[src/rtl/alu_slice_seq_pkg.sv]
// Shared types and constants for the nibble-serial 74181 sequencer.
// ALU_SEQ_OVF_EN (when defined) adds a two's-complement overflow output.
package alu_slice_seq_pkg;

    typedef enum logic [1:0] {
        IDLE = 2'd0,
        RUN  = 2'd1,
        DONE = 2'd2
    } state_t;

    // Common function selects; xor/xnor reuse the sub/add codes in logic mode.
    localparam logic [3:0] S_ADD  = 4'b1001;
    localparam logic [3:0] S_SUB  = 4'b0110;
    localparam logic [3:0] S_XOR  = 4'b0110;
    localparam logic [3:0] S_XNOR = 4'b1001;

endpackage

[src/rtl/alu_slice_seq_slice.sv]
// Combinational 4-bit 74181 slice, active-high data, active-low carries.
// ALU_SEQ_OVF_EN (when defined) exposes the carry into bit 3 as c3.
module alu_slice_4b (
    input  logic [3:0] a,
    input  logic [3:0] b,
    input  logic [3:0] s,
    input  logic       m,
    input  logic       ci_n,
    output logic [3:0] f,
`ifdef ALU_SEQ_OVF_EN
    output logic       c3,
`endif
    output logic       co_n
);

    logic [3:0] x;
    logic [3:0] y;
    logic [4:0] sum;

    // Per-bit 74181 operand terms: arithmetic result is x plus y plus carry,
    // logic result is the complement of x xor y.
    genvar gi;
    generate
        for (gi = 0; gi < 4; gi++) begin : g_bit
            assign x[gi] = a[gi] | (b[gi] & s[0]) | (~b[gi] & s[1]);
            assign y[gi] = (a[gi] & ~b[gi] & s[2]) | (a[gi] & b[gi] & s[3]);
        end
    endgenerate

    assign sum  = {1'b0, x} + {1'b0, y} + {4'b0000, ~ci_n};
    assign f    = m ? ~(x ^ y) : sum[3:0];
    assign co_n = ~sum[4];

`ifdef ALU_SEQ_OVF_EN
    assign c3 = sum[3] ^ x[3] ^ y[3];
`endif

endmodule

[src/rtl/alu_slice_seq.sv]
// Nibble-serial 74181 ALU: one 4-bit slice reused NIBBLES times per request.
// ALU_SEQ_OVF_EN (when defined) adds the ovf output.
module alu_slice_seq
    import alu_slice_seq_pkg::*;
#(
    parameter int NIBBLES = 4
) (
    input  logic                   clk,
    input  logic                   rst_n,
    input  logic                   in_valid,
    output logic                   in_ready,
    input  logic [4*NIBBLES-1:0]   a,
    input  logic [4*NIBBLES-1:0]   b,
    input  logic [3:0]             s,
    input  logic                   m,
    input  logic                   ci_n,
    output logic                   out_valid,
    input  logic                   out_ready,
    output logic [4*NIBBLES-1:0]   f,
    output logic                   co_n,
`ifdef ALU_SEQ_OVF_EN
    output logic                   ovf,
`endif
    output logic                   aeqb
);

    localparam int W     = 4 * NIBBLES;
    localparam int CNT_W = (NIBBLES > 1) ? $clog2(NIBBLES) : 1;
    localparam logic [CNT_W-1:0] LAST = CNT_W'(NIBBLES - 1);

    state_t           state_reg;
    logic [W-1:0]     a_reg;
    logic [W-1:0]     b_reg;
    logic [W-1:0]     f_reg;
    logic [3:0]       s_reg;
    logic             m_reg;
    logic             carry_reg;
    logic [CNT_W-1:0] cnt_reg;
    logic             in_ready_reg;
    logic             out_valid_reg;

    logic [3:0]       slice_a;
    logic [3:0]       slice_b;
    logic [3:0]       slice_f;
    logic             slice_co_n;

    assign slice_a = a_reg[4*cnt_reg +: 4];
    assign slice_b = b_reg[4*cnt_reg +: 4];

`ifdef ALU_SEQ_OVF_EN
    logic slice_c3;
    logic ovf_reg;

    alu_slice_4b u_slice (
        .a    (slice_a),
        .b    (slice_b),
        .s    (s_reg),
        .m    (m_reg),
        .ci_n (carry_reg),
        .f    (slice_f),
        .c3   (slice_c3),
        .co_n (slice_co_n)
    );

    always_ff @(posedge clk or negedge rst_n) begin
        if (!rst_n) begin
            ovf_reg <= 1'b0;
        end else if (state_reg == RUN && cnt_reg == LAST) begin
            // Active-high carry into the sign bit versus carry out of it.
            ovf_reg <= ~m_reg & (slice_c3 ^ ~slice_co_n);
        end
    end

    assign ovf = ovf_reg;
`else
    alu_slice_4b u_slice (
        .a    (slice_a),
        .b    (slice_b),
        .s    (s_reg),
        .m    (m_reg),
        .ci_n (carry_reg),
        .f    (slice_f),
        .co_n (slice_co_n)
    );
`endif

    always_ff @(posedge clk or negedge rst_n) begin
        if (!rst_n) begin
            state_reg     <= IDLE;
            a_reg         <= '0;
            b_reg         <= '0;
            f_reg         <= '0;
            s_reg         <= 4'b0000;
            m_reg         <= 1'b0;
            carry_reg     <= 1'b1;
            cnt_reg       <= '0;
            in_ready_reg  <= 1'b1;
            out_valid_reg <= 1'b0;
        end else begin
            case (state_reg)
                IDLE: begin
                    if (in_valid) begin
                        a_reg        <= a;
                        b_reg        <= b;
                        s_reg        <= s;
                        m_reg        <= m;
                        carry_reg    <= ci_n;
                        cnt_reg      <= '0;
                        in_ready_reg <= 1'b0;
                        state_reg    <= RUN;
                    end
                end
                RUN: begin
                    f_reg[4*cnt_reg +: 4] <= slice_f;
                    carry_reg             <= slice_co_n;
                    if (cnt_reg == LAST) begin
                        out_valid_reg <= 1'b1;
                        state_reg     <= DONE;
                    end else begin
                        cnt_reg <= cnt_reg + 1'b1;
                    end
                end
                DONE: begin
                    if (out_ready) begin
                        out_valid_reg <= 1'b0;
                        in_ready_reg  <= 1'b1;
                        state_reg     <= IDLE;
                    end
                end
                default: begin
                    state_reg <= IDLE;
                end
            endcase
        end
    end

    assign in_ready  = in_ready_reg;
    assign out_valid = out_valid_reg;
    assign f         = f_reg;
    // Carry is meaningless in logic mode, so report "no carry" there.
    assign co_n      = m_reg | carry_reg;
    assign aeqb      = &f_reg;

endmodule

[config.mk]
export PLATFORM = sky130hd
export DESIGN_NAME = alu_slice_seq
export DESIGN_NICKNAME = d
export VERILOG_FILES = /design/src/rtl/alu_slice_seq_pkg.sv /design/src/rtl/alu_slice_seq_slice.sv /design/src/rtl/alu_slice_seq.sv
export SDC_FILE = /design/constraint.sdc
export NUM_CORES = 1
export LEC_CHECK = 0
export BUFFER_PORTS_ARGS = -buffer_cell sky130_fd_sc_hd__buf_2
export CORE_UTILIZATION = 59
export DETAILED_ROUTE_END_ITERATION = 12
export PLACE_DENSITY = 0.87
export SLEW_MARGIN = 5
export SYNTH_ARGS = -nofsm -noshare
export SYNTH_HDL_FRONTEND = slang
export SYNTH_SLANG_ARGS = --single-unit
export TNS_END_PERCENT = 1
[constraint.sdc]
create_clock -name clk -period 6.5 [get_ports clk]
set_input_delay 0.325 -clock clk [delete_from_list [all_inputs] [get_ports clk]]
set_output_delay 0.325 -clock clk [all_outputs]
set_load 0.005 [all_outputs]
==> impl_metrics.csv <==
group,metric,value,unit
yosys,synth_seq_cells,60,
power_and_ir_drop,seqPwrFrac,36.3,%
power_and_ir_drop,power.density,544,nW/um2
yosys,synth_edf_count,0,
yosys,yosys_warnings,0,
floorplanning,dieArea,5440,um2
placed_design,dp_slack,3.03,ns
yosys,synth_flop_cell,"dfrtp_1",
yosys,synth-xor-area-share,0.577,%
clock_network,cts_root_buffer,"clkbuf_8",
floorplanning,ioPinCount,62,
finish,n_fill_cell,336,
setup_path,r2r-end,"f[13]",
power_and_ir_drop,internal-power,1.14,mW
finish,layout_commonest_cell,"buf_2",
clock_network,cts_buffer_depth,2,
clock_network,htree_levels,3,
placed_design,place_inst,357,
clock_network,tritoncts,"yes",
floorplanning,die_w,73.7,um
yosys,synth_area_leaders,"dfrtp_1 48%, mux2_1 12%, mux4_2 5.9%",
placed_design,place.gp.congestion,0.806,
yosys,yosysTopAreaCell,"dfrtp_1",
power_and_ir_drop,swShare,40.7,%
drt,drt-total-wl,5870,um
power_and_ir_drop,combPwrFrac,49.7,%
yosys,ys_seq_area_share,49.5,%
finish,final_util,72.8,%
hold_path,hp-class,"in -> async",
sta,period_share,52.8,%
yosys,synthArstFlopShare,100,%
yosys,syn_nets,290,
finish,drive_gt1_share,31.5,%
yosys,synth_top_area_share,47.8,%
setup_path,crit_path_end_kind,"register",
yosys,synthAdderAreaFrac,5.44,%
drt,drtPass1Iterations,4,
sta,report.final.slew_viol_count,0,
sta,relSlewSlack,32.1,%
grt,grt_pass1_vias,2116,
clock_network,numCtsBuffers,9,
finish,layoutNonFillerInstCount,372,
sta,max_slew.worst_pin.slew,1.02,ns
clock_network,clkLatencyLatePin,0.33,ns
setup_path,reg2reg_depth,8,
finish,multiInputGateArea,1460,um2
yosys,ys_types,47,
grt,grt_max_degree,61,
setup_path,worstPathRequired,6.71,ns
sta,clock_skew,0.00791,ns
power_and_ir_drop,clockPowerShare,13.9,%
yosys,synthCells,236,
floorplanning,die_h,73.7,um
grt,grt_pass1_wl,9800,um
floorplanning,core_region_area,4850,um2
setup_path,endpoint,"f[13]",
finish,diodes,0,
run_status,status,"finished, final reports clean",
clock_network,path_clk_slew,0.07,ns
grt,grt_use_total,24.9,%
clock_network,clock-sinks,60,
power_and_ir_drop,vdd_ir_drop_max,318,uV
setup_path,crit_path_start_kind,"register",
grt,grt-ovfl-total,0,
yosys,synth-compound-area-share,8.41,%
sta,rsz0062_at_grt,"false",
clock_network,cts_setup_buffers,0,
finish,regArea,1500,um2
clock_network,postCtsHoldBufs,0,
finish,num-nets-final,355,
power_and_ir_drop,leakage,1.67,nW
floorplanning,row_count,25,
run,maxCapViolations,0,
setup_path,r2r_start,"cnt_reg[0]",
setup_path,worst-path-max-fanout,20,
drt,wl_per_cell,15.8,um
floorplanning,initial_core_util,62.6,%
sta,fin_crit,3.43,ns
sta,fin_ws,3.07,ns
yosys,synth_top_family_by_area,"multiplexers",
setup_path,rrSetupSlack,3.07,ns
setup_path,worstSetupStartpoint,"cnt_reg[0]",
sta,max_freq,291,MHz
yosys,muxShareOfSynthArea,21.6,%
setup_path,timing_worst_setup_path_type,"reg -> reg",
drt,drcViolationCount,0,
yosys,avgSynthCellArea,12.9,um2
yosys,syn_area,3040,um2
yosys,synthSimpleGateAreaFrac,11.9,%
sta,hold_viol,0,
grt,antenna_found_initial,0,
placed_design,numPortBuffers,61,
power_and_ir_drop,p_sw,0.780,mW
drt,drt_iter0_drc,109,
clock_network,cts_resized,0,
drt,ant_nets,0,
sta,setup_violations,0,
sta,setup_tns,0,ns
setup_path,worst_ep_arrival_time,3.64,ns
drt,num_vias,2091,
placed_design,dp_hpwl,4270,um
finish,syn_to_final_growth,16.2,%
drt,vias_per_cell,5.62,
finish,final_cell_mix,"61 x buf_2, 58 x dfrtp_1, 32 x mux2_1",
-- kinds of logic after synthesis --
| family | after synthesis |
|---|---|
| AO/OA/AOI/OAI | 36 |
| XOR/XNOR | 2 |
| adder cells (fa/ha/maj) | 12 |
| buffers and inverters | 14 |
| flip-flops | 60 |
| multiplexers | 51 |
| AND/OR/NAND/NOR | 61 |
-- worst max-delay path, cell delays in order (launching register included) --
cell      delay [ns]
dfrtp_1         0.92
mux4_2          0.64
mux2i_1         0.16
nand2b_1        0.19
fa_1            0.43
inv_1           0.08
fa_1            0.39
o21ai_0         0.35
o21ai_0         0.14
-- synth_stat cells, types with 2 or more instances --
library cell,count
nor4_1,2
o31ai_1,2
a22o_1,6
a21oi_1,5
nand4_1,4
fa_1,2
mux2_2,5
o21ai_1,3
nand3_1,2
dfstp_2,2
nand3b_1,5
inv_1,6
mux2i_1,6
buf_6,2
ha_1,10
a211o_1,3
buf_2,4
mux2_1,32
and3b_1,2
o31ai_2,2
dfrtp_1,58
a211oi_1,2
nand2_1,18
nand2b_1,5
mux4_2,8
nor2b_1,5
o21ai_0,7
nor2_1,9
-- stage by stage --
step / instance area [um2] / power, mW / hold slack (ns)
2_1_floorplan: 3040 / 1.40 / 0.0294
3_3_place_gp: 3380 / 1.59 / 0.462
3_5_place_dp: 3380 / 1.64 / 0.475
4_1_cts: 3530 / 1.93 / 0.161
5_1_grt: 3530 / 2.07 / 0.202
6_report: 3530 / 1.92 / 0.142
-- metal layers --
| layer | part of all wire, % | wire, um | track usage (%) |
|---|---|---|---|
| met5 | 0 | 0 | 0 |
| met1 | 45 | 2620 | 31.0 |
| met2 | 49 | 2890 | 41.3 |
| met4 | 1.5 | 91 | 9.40 |
| met3 | 4.5 | 267 | 7.13 |
-- worst min-delay path by stage --
stage	from	to	slack [ns]
finish	rst_n	b_reg[3]	0.14
global route	b[7]	b_reg[7]	0.20
CTS	rst_n	b_reg[3]	0.16
detailed placement	a_reg[0]	a_reg[0]	0.47
global placement	a_reg[7]	a_reg[7]	0.46
floorplan	rst_n	a_reg[0]	0.03
-- power by group through the flow --
stage          Clock, mW  Combinational (mW)  Sequential [mW]
2_1_floorplan          0               0.778            0.626
3_3_place_gp           0               0.901            0.692
3_5_place_dp           0               0.937            0.705
4_1_cts            0.274               0.955            0.699
5_1_grt            0.287                1.06            0.726
6_report           0.268               0.954            0.697
-- final cells by class --
class / instances / share of cell area (%)
Sequential cell: 60 / 42.6
Multi-Input combinational cell: 162 / 41.2
Timing Repair Buffer: 62 / 8.87
Clock buffer: 12 / 3.83
Tap cell: 67 / 2.38
Inverter: 6 / 0.638
Clock inverter: 3 / 0.426
Note: power is estimated with default switching activity, not from simulation.
